**src/rtl/bnn_dot_acc.sv**
```systemverilog
// Binary (+1/-1) dot-product accumulator: sums LANES-wide XNOR beats over a
// vector starting from a signed bias, saturates to ACC_W bits and returns one
// result per vector over a valid/ready handshake.
module bnn_dot_acc #(
    parameter int unsigned LANES = 8,
    parameter int unsigned ACC_W = 12
) (
    input  logic             clk,
    input  logic             rst,
    input  logic             in_valid,
    output logic             in_ready,
    input  logic [LANES-1:0] in_x,
    input  logic [LANES-1:0] in_w,
    input  logic [ACC_W-1:0] in_bias,
    input  logic             in_last,
    output logic             out_valid,
    input  logic             out_ready,
    output logic [ACC_W-1:0] out_acc,
    output logic             out_sat
);

    // Two guard bits keep bias + beat_sum exact before clamping.
    localparam int unsigned SW = ACC_W + 2;
    localparam logic signed [SW-1:0] MaxVal = {3'b000, {(ACC_W-1){1'b1}}};
    localparam logic signed [SW-1:0] MinVal = {3'b111, {(ACC_W-1){1'b0}}};

    typedef enum logic [1:0] {StIdle, StAcc, StHold} state_e;

    state_e                 r_state;
    state_e                 w_state_next;
    logic [ACC_W-1:0]       r_acc;
    logic                   r_sat;
    logic [ACC_W-1:0]       r_out_acc;
    logic                   r_out_sat;

    logic [LANES-1:0]       w_match;
    logic [SW-1:0]          w_pop;
    logic signed [SW-1:0]   w_beat;
    logic                   w_new_vec;
    logic [ACC_W-1:0]       w_base;
    logic signed [SW-1:0]   w_sum;
    logic [ACC_W-1:0]       w_res;
    logic                   w_clamp;
    logic                   w_sat_next;
    logic                   w_accept;

    assign w_match = ~(in_x ^ in_w);

    // Count agreeing lanes.
    always_comb begin
        w_pop = '0;
        for (int i = 0; i < int'(LANES); i++) begin
            w_pop = w_pop + {{(SW-1){1'b0}}, w_match[i]};
        end
    end

    assign w_beat    = $signed((w_pop << 1) - SW'(LANES));
    // IDLE and HOLD both start a fresh vector from the bias.
    assign w_new_vec = (r_state != StAcc);
    assign w_base    = w_new_vec ? in_bias : r_acc;
    assign w_sum     = $signed({{2{w_base[ACC_W-1]}}, w_base}) + w_beat;

    // Clamp the wide sum into the signed ACC_W range.
    always_comb begin
        w_res   = w_sum[ACC_W-1:0];
        w_clamp = 1'b0;
        if (w_sum > MaxVal) begin
            w_res   = MaxVal[ACC_W-1:0];
            w_clamp = 1'b1;
        end else if (w_sum < MinVal) begin
            w_res   = MinVal[ACC_W-1:0];
            w_clamp = 1'b1;
        end
    end

    assign w_sat_next = w_clamp | (~w_new_vec & r_sat);
    assign in_ready   = (r_state == StHold) ? out_ready : 1'b1;
    assign out_valid  = (r_state == StHold);
    assign w_accept   = in_valid & in_ready;
    assign out_acc    = r_out_acc;
    assign out_sat    = r_out_sat;

    // Next-state selection for the vector sequencer.
    always_comb begin
        w_state_next = r_state;
        unique case (r_state)
            StIdle: begin
                if (w_accept) w_state_next = in_last ? StHold : StAcc;
            end
            StAcc: begin
                if (w_accept && in_last) w_state_next = StHold;
            end
            StHold: begin
                if (out_ready) begin
                    if (w_accept) w_state_next = in_last ? StHold : StAcc;
                    else          w_state_next = StIdle;
                end
            end
            default: w_state_next = StIdle;
        endcase
    end

    // State register.
    always_ff @(posedge clk or negedge rst) begin
        if (!rst) r_state <= StIdle;
        else      r_state <= w_state_next;
    end

    // Accumulator and result registers; only accepted beats touch them.
    always_ff @(posedge clk or negedge rst) begin
        if (!rst) begin
            r_acc     <= '0;
            r_sat     <= 1'b0;
            r_out_acc <= '0;
            r_out_sat <= 1'b0;
        end else if (w_accept) begin
            r_acc <= w_res;
            r_sat <= w_sat_next;
            if (in_last) begin
                r_out_acc <= w_res;
                r_out_sat <= w_sat_next;
            end
        end
    end

endmodule
```
**config.mk**
```make
export PLATFORM = sky130hd
export DESIGN_NAME = bnn_dot_acc
export DESIGN_NICKNAME = d
export VERILOG_FILES = /design/src/rtl/bnn_dot_acc.sv
export SDC_FILE = /design/constraint.sdc
export NUM_CORES = 1
export LEC_CHECK = 0
export ABC_AREA = 1
export BUFFER_PORTS_ARGS = -buffer_cell sky130_fd_sc_hd__clkbuf_2
export CAP_MARGIN = 0
export CORE_MARGIN = 1.5
export CORE_UTILIZATION = 40
export CTS_CLUSTER_SIZE = 16
export DETAILED_ROUTE_END_ITERATION = 7
export GPL_TIMING_DRIVEN = 0
export HOLD_SLACK_MARGIN = 0.15
export SLEW_MARGIN = 20
export SYNTH_ARGS = -nofsm -noshare
export SYNTH_HDL_FRONTEND = slang
export SYNTH_SLANG_ARGS = --single-unit
```
**constraint.sdc**
```tcl
create_clock -name clk -period 3.4 [get_ports clk]
set_input_delay 1.02 -clock clk [delete_from_list [all_inputs] [get_ports clk]]
set_output_delay 1.02 -clock clk [all_outputs]
set_load 0.02 [all_outputs]
```
---- Word level (Yosys, flattened, before mapping) ----
Index checks and enable logic that the tools add are counted.
W data, S select, Z words.
word-level totals
  output and inout port bits .............. 15
  logic and storage cells ................. 44
  flip-flop bits (word level) ............. 28
  bits of input ports ..................... 33
cells by class
  equality and inequality tests ........... 6
  mux-type cells .......................... 12
  bitwise logic cells ..................... 6
  reductions and logical operators ........ 4
  magnitude comparators ................... 2
  $add $sub $neg .......................... 9
operators by type and width
  operator                number
  $mux W12                3
  $add A12 B10 Y13        1
  $gt A13 B12 Y1 const B  1
  $lt A13 B12 Y1 const B  1
  $mux W2                 5
  $sub A9 B4 Y10 const B  1
  $add A7 B1 Y8           1
  $not A8 Y8              1
  $xor A8 B8 Y8           1
  $add A6 B1 Y7           1
  $add A5 B1 Y6           1
  $pmux W2 S3             1
  $add A4 B1 Y5           1
  $add A3 B1 Y4           1
  $ne A2 B1 Y1 const B    2
  $ne A2 B2 Y1 const B    2
  $add A2 B1 Y3           1
  $mux W1                 3
  $reduce_and A3 Y1       1
  $add A1 B1 Y2           1
  $and A1 B1 Y1           2
  $eq A2 B1 Y1 const B    1
  $eq A2 B2 Y1 const B    1
  $logic_not A2 Y1        1
  4 further kinds         4

---- Longest topological paths before layout ----
Gate-level depths: netlist of the first run.
  word-level depth ........................ 15
  depth in mapped cells ................... 31
  gate-level depth less buffers ........... 30

---- Worst setup path before layout of the first run ----
Ideal clock, no wire load.
  kind .................................... input to register
  start ................................... in in_x[0]
  end ..................................... reg r_out_acc[2] (netlist: out_acc[2])
  library setup time ...................... 0.117 ns
  data required time ...................... 3.283 ns
  buffers on the path ..................... 1
  stages on the path ...................... 30
  arrival time ............................ 5.304 ns
  setup slack ............................. -2.022 ns
  cell sequence ........................... xnor2_1 -> fa_1 -> inv_1 -> fa_1 -> fa_1 -> inv_1 -> ha_1 -> inv_1 -> fa_1 -> nand2_1 -> nand2_1 -> ha_1 -> inv_1 -> ha_1 -> nand2_1 -> nor2_1 -> nor2_1 -> nor2_1 -> nand3_1 -> nand2_1 -> nand4_1 -> nand2_1 -> nand2_1 -> nand2_1 -> nand2_2 -> buf_6 -> nand2_1 -> nand2_1 -> nand2_1 -> nand2_1
on the way
  longest elaborated chain between the ends .. 14
  elaborated cells between the ends (all ways) .. 15
  those cells by class .................... 9 x add/sub; 2 x order compare; 2 x mux; 2 x bitwise
RTL lines
  what                    RTL line  source
  start: declaration      12        input logic [LANES-1:0] in_x,
  $xor A8 B8 Y8 (*)       47        assign w_match = ~(in_x ^ in_w);
  $not A8 Y8 (*)          47
  $add A1 B1 Y2 (*)       53        w_pop = w_pop + {{(SW-1){1'b0}}, w_match[i]};
  $add A2 B1 Y3 (*)       53
  $add A3 B1 Y4 (*)       53
  $add A4 B1 Y5 (*)       53
  $add A5 B1 Y6 (*)       53
  $add A6 B1 Y7 (*)       53
  $add A7 B1 Y8 (*)       53
  $sub A9 B4 Y10 (*)      57        assign w_beat = $signed((w_pop << 1) - SW'(LANES));
  $add A12 B10 Y13 (*)    61        assign w_sum = $signed({{2{w_base[ACC_W-1]}}, w_base}) + w_beat;
  $lt A13 B12 Y1          70        end else if (w_sum < MinVal) begin
  $mux W12                70
  $mux W12 (*)            67        if (w_sum > MaxVal) begin
  end signal: assignment  120       r_out_acc <= w_res;
  end: declaration        33        logic [ACC_W-1:0] r_out_acc;
Mark *: on every way between the ends. The rest lies on a longest branch, timed or not.
A chain may end at the register's enable or synchronous reset.

---- Final worst setup path of the first run ----
  start ................................... in in_w[0]
  end ..................................... reg r_out_acc[9] (netlist: out_acc[9])
on the way
  longest elaborated chain between the ends .. 14
  elaborated cells between the ends (all ways) .. 15
  those cells by class .................... 9 x add/sub; 2 x order compare; 2 x mux; 2 x bitwise
RTL lines
  what                  RTL line  source
  start: declaration    13        input logic [LANES-1:0] in_w,
  $xor A8 B8 Y8 (*)     47
  $not A8 Y8 (*)        47
  $add A1 B1 Y2 (*)     53
  $add A2 B1 Y3 (*)     53
  $add A3 B1 Y4 (*)     53
  $add A4 B1 Y5 (*)     53
  $add A5 B1 Y6 (*)     53
  $add A6 B1 Y7 (*)     53
  $add A7 B1 Y8 (*)     53
  $sub A9 B4 Y10 (*)    57
  $add A12 B10 Y13 (*)  61
  $lt A13 B12 Y1        70
  $mux W12              70
  $mux W12 (*)          67
Marked as above.

==> results of run 1 <==
## layout by cell type (no fill, tap or decap), drive strengths merged, types with 6 or more instances in the layout
cell and n:
nand2 193, clkbuf 53, inv 31, dfrtp 28
buf 22, nand3 14, ha 13, nor2 10
xor2 8, xnor2 7, o21ai 6
## state kept, by name (all words and copies together) (netlist names)
name and flops:
r_sat 1, out_acc 12, out_sat 1, r_state 2, r_acc 12
## worst min-delay path by stage
stage                    start  cells after the start          to
floorplan            r_acc[10]                      2   r_acc[10]
global placement    out_acc[2]                      2  out_acc[2]
detailed placement  out_acc[2]                      2  out_acc[2]
CTS                 out_acc[3]                      2  out_acc[3]
global route          r_acc[9]                      2    r_acc[9]
finish              out_acc[7]                      2  out_acc[7]
## cell families (layout without fill, tap and decap cells)
kind of cell	count (synthesis)	in the layout	synth area share [%]
compound gates	14	14	3.75
xor+xnor	15	15	5.88
fa+ha+maj	18	18	11.8
buf+inv	39	106	7.27
flops	28	28	31.3
simple gates	222	222	40.0
## layer usage
layer	up-vias	part of all wire (%)	GRT usage, %
li1	1170	-	-
met1	993	46	25.4
met2	49	50	31.8
met3	2	3.9	2.94
met4	0	0.15	1.09
met5	-	0	0
## worst max-delay path, delay by kind of cell
kind          cells  cell delay, ps
buf+inv           9             770
xor+xnor          2             280
simple gates     14            1030
fa+ha+maj         7            2450
## per-stage QoR
stage,cells,util (%),area (um^2),setup WS (ps)
2_1_floorplan,336,-,2330,-1860
4_1_cts,472,53.4,2900,-1900
5_1_grt,475,56.0,3050,-2250
3_3_place_gp,455,48.8,2660,-2350
3_5_place_dp,455,48.8,2660,-2370
6_report,475,56.0,3050,-1980
## timing repair
item | 4_1_cts | 5_1_grt
pin swaps | 26 | 14
cloned | 2 | 0
endpoints found under the setup margin | 26 | 26
buffers inserted | 11 | 3
resized for setup | 26 | 30
## cell type report
cell class	count	area (um^2)
Buffer	8	50.0
Multi-Input combinational cell	269	1640
Sequential cell	28	701
Inverter	31	116
Fill cell	529	2390
Clock buffer	4	55.1
Tap cell	72	90.1
Timing Repair Buffer	63	393
==> results.md, run 1 <==
- Row count: 27
- R2r setup slk: around 240 ps
- #FFs+latches synth: 28
- Max_slew headroom: approximately 53%
- Core ar.: 5440 um^2
- Clk_lat worst skew: between 200 and 300 ps
- Required time of the critical path: roughly 3600 ps
- Vias per cell: about 4.7
- Clock Sinks: 28
- Finish-stage setup viols: 26
- Top-area cell type share of the netlist area: between 30% and 40%
- CTS hold repair buffers: 0
- Status: finished with violations
- Post-synthesis async set-or-reset flop share: 100%
- CTS tree: yes
- Nets: about 460
- Setup crit end: out_acc[9]
- Fraction of layout cells with a size suffix above 1: between 30% and 40%
- Antenna Nets Post-Route: 0
- I/O Buffers: 47
- CTS HTree Levels: 1
- Hold slack: 484 ps
- Die width: between 70 and 80 um
- Initial Util: between 40% and 50%
- Slew @ Worst Pin: between 700 and 800 ps
- Synth Flop Type: dfrtp_1
- Pin count of the biggest net entering global routing: 29
- Mapped Nets: about 390
- Avg Cell Area, Syn: roughly 6.7 um^2
- Number of global-route vias before repair: between 2k and 2.5k
- Post-Route Skew: between 2 and 2.5 ps
- Die area: between 6000 and 7000 um^2
- Fin crit share: 158%
- Syn Inst Count: 336
- CTS buffer count: 3
- Layout area overhead: 36.2%
- First-pass GRT wire length: about 9000 um
- FF-to-FF End: out_acc[9]
- Failing checks: negative setup slack
- I/O Pins: between 40 and 50
- Crit path top cell by count: nand2_1
- WL final: approximately 5300 um
- Top-count cell post-synth: nand2_1
- Critical path peak fanout: 3
- Post-synth EDFFs: 0
- Synth warn: 0
- Initial antenna violation count: 0
- Max Buffers Root-to-Sink: 2
- Post-synthesis sequential area ratio: a little under a third
- Detailed Routing Iterations Pass 1: 4
- Vias: 2,214
- Final setup TNS: -49,260 ps
- GP Congestion: about 0.79
- RSZ-0062 raised after global routing: yes
- Root buf cell: clkbuf_8
- Total GRT Usage: 18.4%
- Post-Syn Area: approximately 2200 um^2
- Crit. End Element: flip-flop
- Worst r2r src: r_state[1]
- Worst-path clk slew: ~90 ps
- Final min period: approximately 5400 ps
- DRC violations left: 0
- DRT iter0 DRCs: around 140
- CP max-delay cell: fa_1
- ANT cells: 0
- Commonest cells post-synth: 187 x nand2_1, 28 x dfrtp_1, 26 x inv_1, 14 x nand3_1, 13 x ha_1
- Arr. time, crit path: 5550 ps
- Post-synthesis cell type count: 27
- Synth area leader: nand2_1
- HP Class: reg2reg
- Max Fclk: around 0.19 GHz
- CP Class: in2reg
- Routed len/inst: 11.1 um
- Reg2Reg Depth: 23
- Post-route setup slack: -1980 ps
- Synth top area cells: nand2_1 31%, dfrtp_1 31%, ha_1 7.3%, fa_1 4.5%, inv_1 4.4%
- Final hold violations: 0
- Max_cap viols: 0
- Die height: around 78 um
- Final HPWL DP: slightly below 4000 um
- Crit path launch: in_w[0]
- CP startpoint kind: input pin
- Global route total overflow: 0
- Slowest stage delay, CP: roughly 540 ps
- Slew Viols, Final: 0
Power of run 1 is not shown: default switching activity piles up to over one toggle a cycle in this logic, so the estimate is an artifact.
==> inputs of run 2 (changes only) <==
--- a/config.mk
+++ b/config.mk
@@ -8,12 +8,15 @@
 export ABC_AREA = 1
 export BUFFER_PORTS_ARGS = -buffer_cell sky130_fd_sc_hd__clkbuf_2
 export CAP_MARGIN = 0
+export CELL_PAD_IN_SITES_DETAIL_PLACEMENT = 1
+export CELL_PAD_IN_SITES_GLOBAL_PLACEMENT = 2
 export CORE_MARGIN = 1.5
-export CORE_UTILIZATION = 40
+export CORE_UTILIZATION = 29
 export CTS_CLUSTER_SIZE = 16
 export DETAILED_ROUTE_END_ITERATION = 7
 export GPL_TIMING_DRIVEN = 0
 export HOLD_SLACK_MARGIN = 0.15
+export PLACE_DENSITY_LB_ADDON = 0.1
 export SLEW_MARGIN = 20
 export SYNTH_ARGS = -nofsm -noshare
 export SYNTH_HDL_FRONTEND = slang
==> run 2 against run 1 <==
  * The run still ends with negative setup slack left
  * Maximum frequency increased by 0.98%
  * First-iteration DRC count is 44% lower
  * Clock-buffer cell count decreased by 1
  * Sequential cell count stayed put
  * Sequential share of layout area is 0.26 points lower
  * Via count increased by 3.0%
  * Routed wire length is 17% higher
  * Die area rose by 36%
  * Final area increased by 1.2%
  * Hold slack better by 2.2 ps
  * Clock skew increased by 3.6 ps
  * Critical endpoint is now out_acc[6]
  * Largest cell class unchanged
==> results.md, run 2 (same netlist as run 1, synthesis figures left out) <==
- Fin cells: around 500
- Multi-input gate area: around 1600 um^2
- Fraction of layout cells with a size suffix above 1: 34.7%
- Antenna Nets Post-Route: 0
- Sequential cell area: approximately 700 um^2
- Number of global-route vias before repair: 2,376
- Post-placement cell area: 2690 um^2
- ANT cells: 0
- Fillcell total: between 900 and 1k
- Post-route setup slack: -1930 ps
- DRT iter0 DRCs: 80
- Slew @ Worst Pin: 736 ps
- Routed len/inst: roughly 12 um
- Critical path peak fanout: 5
- WL final: around 6200 um
- Detailed Routing Iterations Pass 1: 4
- Finish-stage setup viols: 26
- Fin crit share: 157%
- Final HPWL DP: ~4800 um
- Initial antenna violation count: 0
- DRC violations left: 0
- Required time of the critical path: ~3600 ps
- HP Class: reg2reg
- CTS HTree Levels: 1
- Row count: 31
- CP max-delay cell: fa_1
- Most frequent cells in the layout: 155 x nand2_1, 43 x clkbuf_2, 30 x nand2_2
- Clock Sinks: 28
- Clk_lat worst skew: roughly 280 ps
- Placed cells: 482
- Status: finished with violations
- Failing checks: negative setup slack
- I/O Buffers: 47
- Die height: 90.8 um
- Vias per cell: approximately 4.5
- Core ar.: about 7400 um^2
- GP Congestion: 0.815
- Final hold violations: 0
- Final min period: between 5000 and 6000 ps
- Arr. time, crit path: ~5500 ps
- CP startpoint kind: input pin
- Total GRT Usage: about 16%
- Crit. End Element: flip-flop
- Global route total overflow: 0
- Pin count of the biggest net entering global routing: 29
- Most common cell after layout, fill and taps aside: nand2_1
- Slew Viols, Final: 0
- Nets: ~460
- Max_slew headroom: about half
- First-pass GRT wire length: 10,900 um
- CTS buffer count: 3
- Crit path top cell by count: nand2_2
- Root buf cell: clkbuf_8
- Max_cap viols: 0
- Initial Util: slightly above 30%
- Design area: 3080 um^2
- Layout area overhead: 37.8%
- Die width: 90.8 um
- RSZ-0062 raised after global routing: yes
- CTS tree: yes
- I/O Pins: 48
- Worst-path clk slew: around 90 ps
- Post-Route Skew: 5.83 ps
- Slowest stage delay, CP: between 500 and 600 ps
- Max Buffers Root-to-Sink: 2
- Vias: 2,281
- Max Fclk: ~0.19 GHz
- Die area: between 8000 and 9000 um^2
- CP Class: in2reg
- R2r setup slk: about 160 ps
[run 2: cell count changes in the layout (fill, tap and decap cells not counted), sizes merged]
cell / previous run / this run
buf: 22 / 24
clkbuf: 53 / 51
[run 2: through the flow]
step | setup WS, ps | util, % | setup TNS, ps | hold WS (ps)
2_1_floorplan | -1860 | - | -46710 | 449
3_3_place_gp | -2430 | 36.5 | -61280 | 458
3_5_place_dp | -2470 | 36.5 | -62570 | 467
4_1_cts | -1980 | 40.2 | -49640 | 492
5_1_grt | -2260 | 41.8 | -56560 | 513
6_report | -1930 | 41.8 | -48290 | 486
[run 2: worst paths after layout]
kind	start	to	cells past startpoint
min in group asynchronous	rst	r_acc[11]	1
worst max-delay path	in_w[1]	out_acc[6]	31
max in group asynchronous	rst	r_acc[1]	1
worst max register to register	r_state[0]	out_acc[6]	23
worst min-delay path	out_acc[3]	out_acc[3]	2
worst min register to register	out_acc[3]	out_acc[3]	2
[run 2: per-layer routing]
layer | routed length [um] | GRT usage [%] | vias up
met5 | 0 | 0 | -
li1 | - | - | 1165
met2 | 3070 | 30.3 | 38
met4 | 7 | 1.17 | 0
met3 | 193 | 2.53 | 2
met1 | 2940 | 21.1 | 1076
[run 2: what timing repair did]
item                                    CTS  global route
hold buffers                              0             0
pin swaps                                32            13
endpoints found under the setup margin   26            26
setup buffers                            10             5
gates resized for setup                  39            23
gates cloned                              2             0
[run 2: critical path, delay by kind of cell]
| family | cells | cell delay, ps |
|---|---|---|
| adder cells (fa/ha/maj) | 7 | 2530 |
| buffers and inverters | 6 | 440 |
| AND/OR/NAND/NOR | 17 | 1380 |
| XOR/XNOR | 1 | 130 |
[run 2: final cells by class]
| cell class | count | area share [%] |
|---|---|---|
| Sequential cell | 28 | 22.7 |
| Inverter | 31 | 3.78 |
| Tap cell | 99 | 4.02 |
| Buffer | 8 | 1.75 |
| Multi-Input combinational cell | 269 | 53.2 |
| Timing Repair Buffer | 64 | 13.2 |
| Clock buffer | 3 | 1.34 |
Power of run 2 is left out for the same reason.
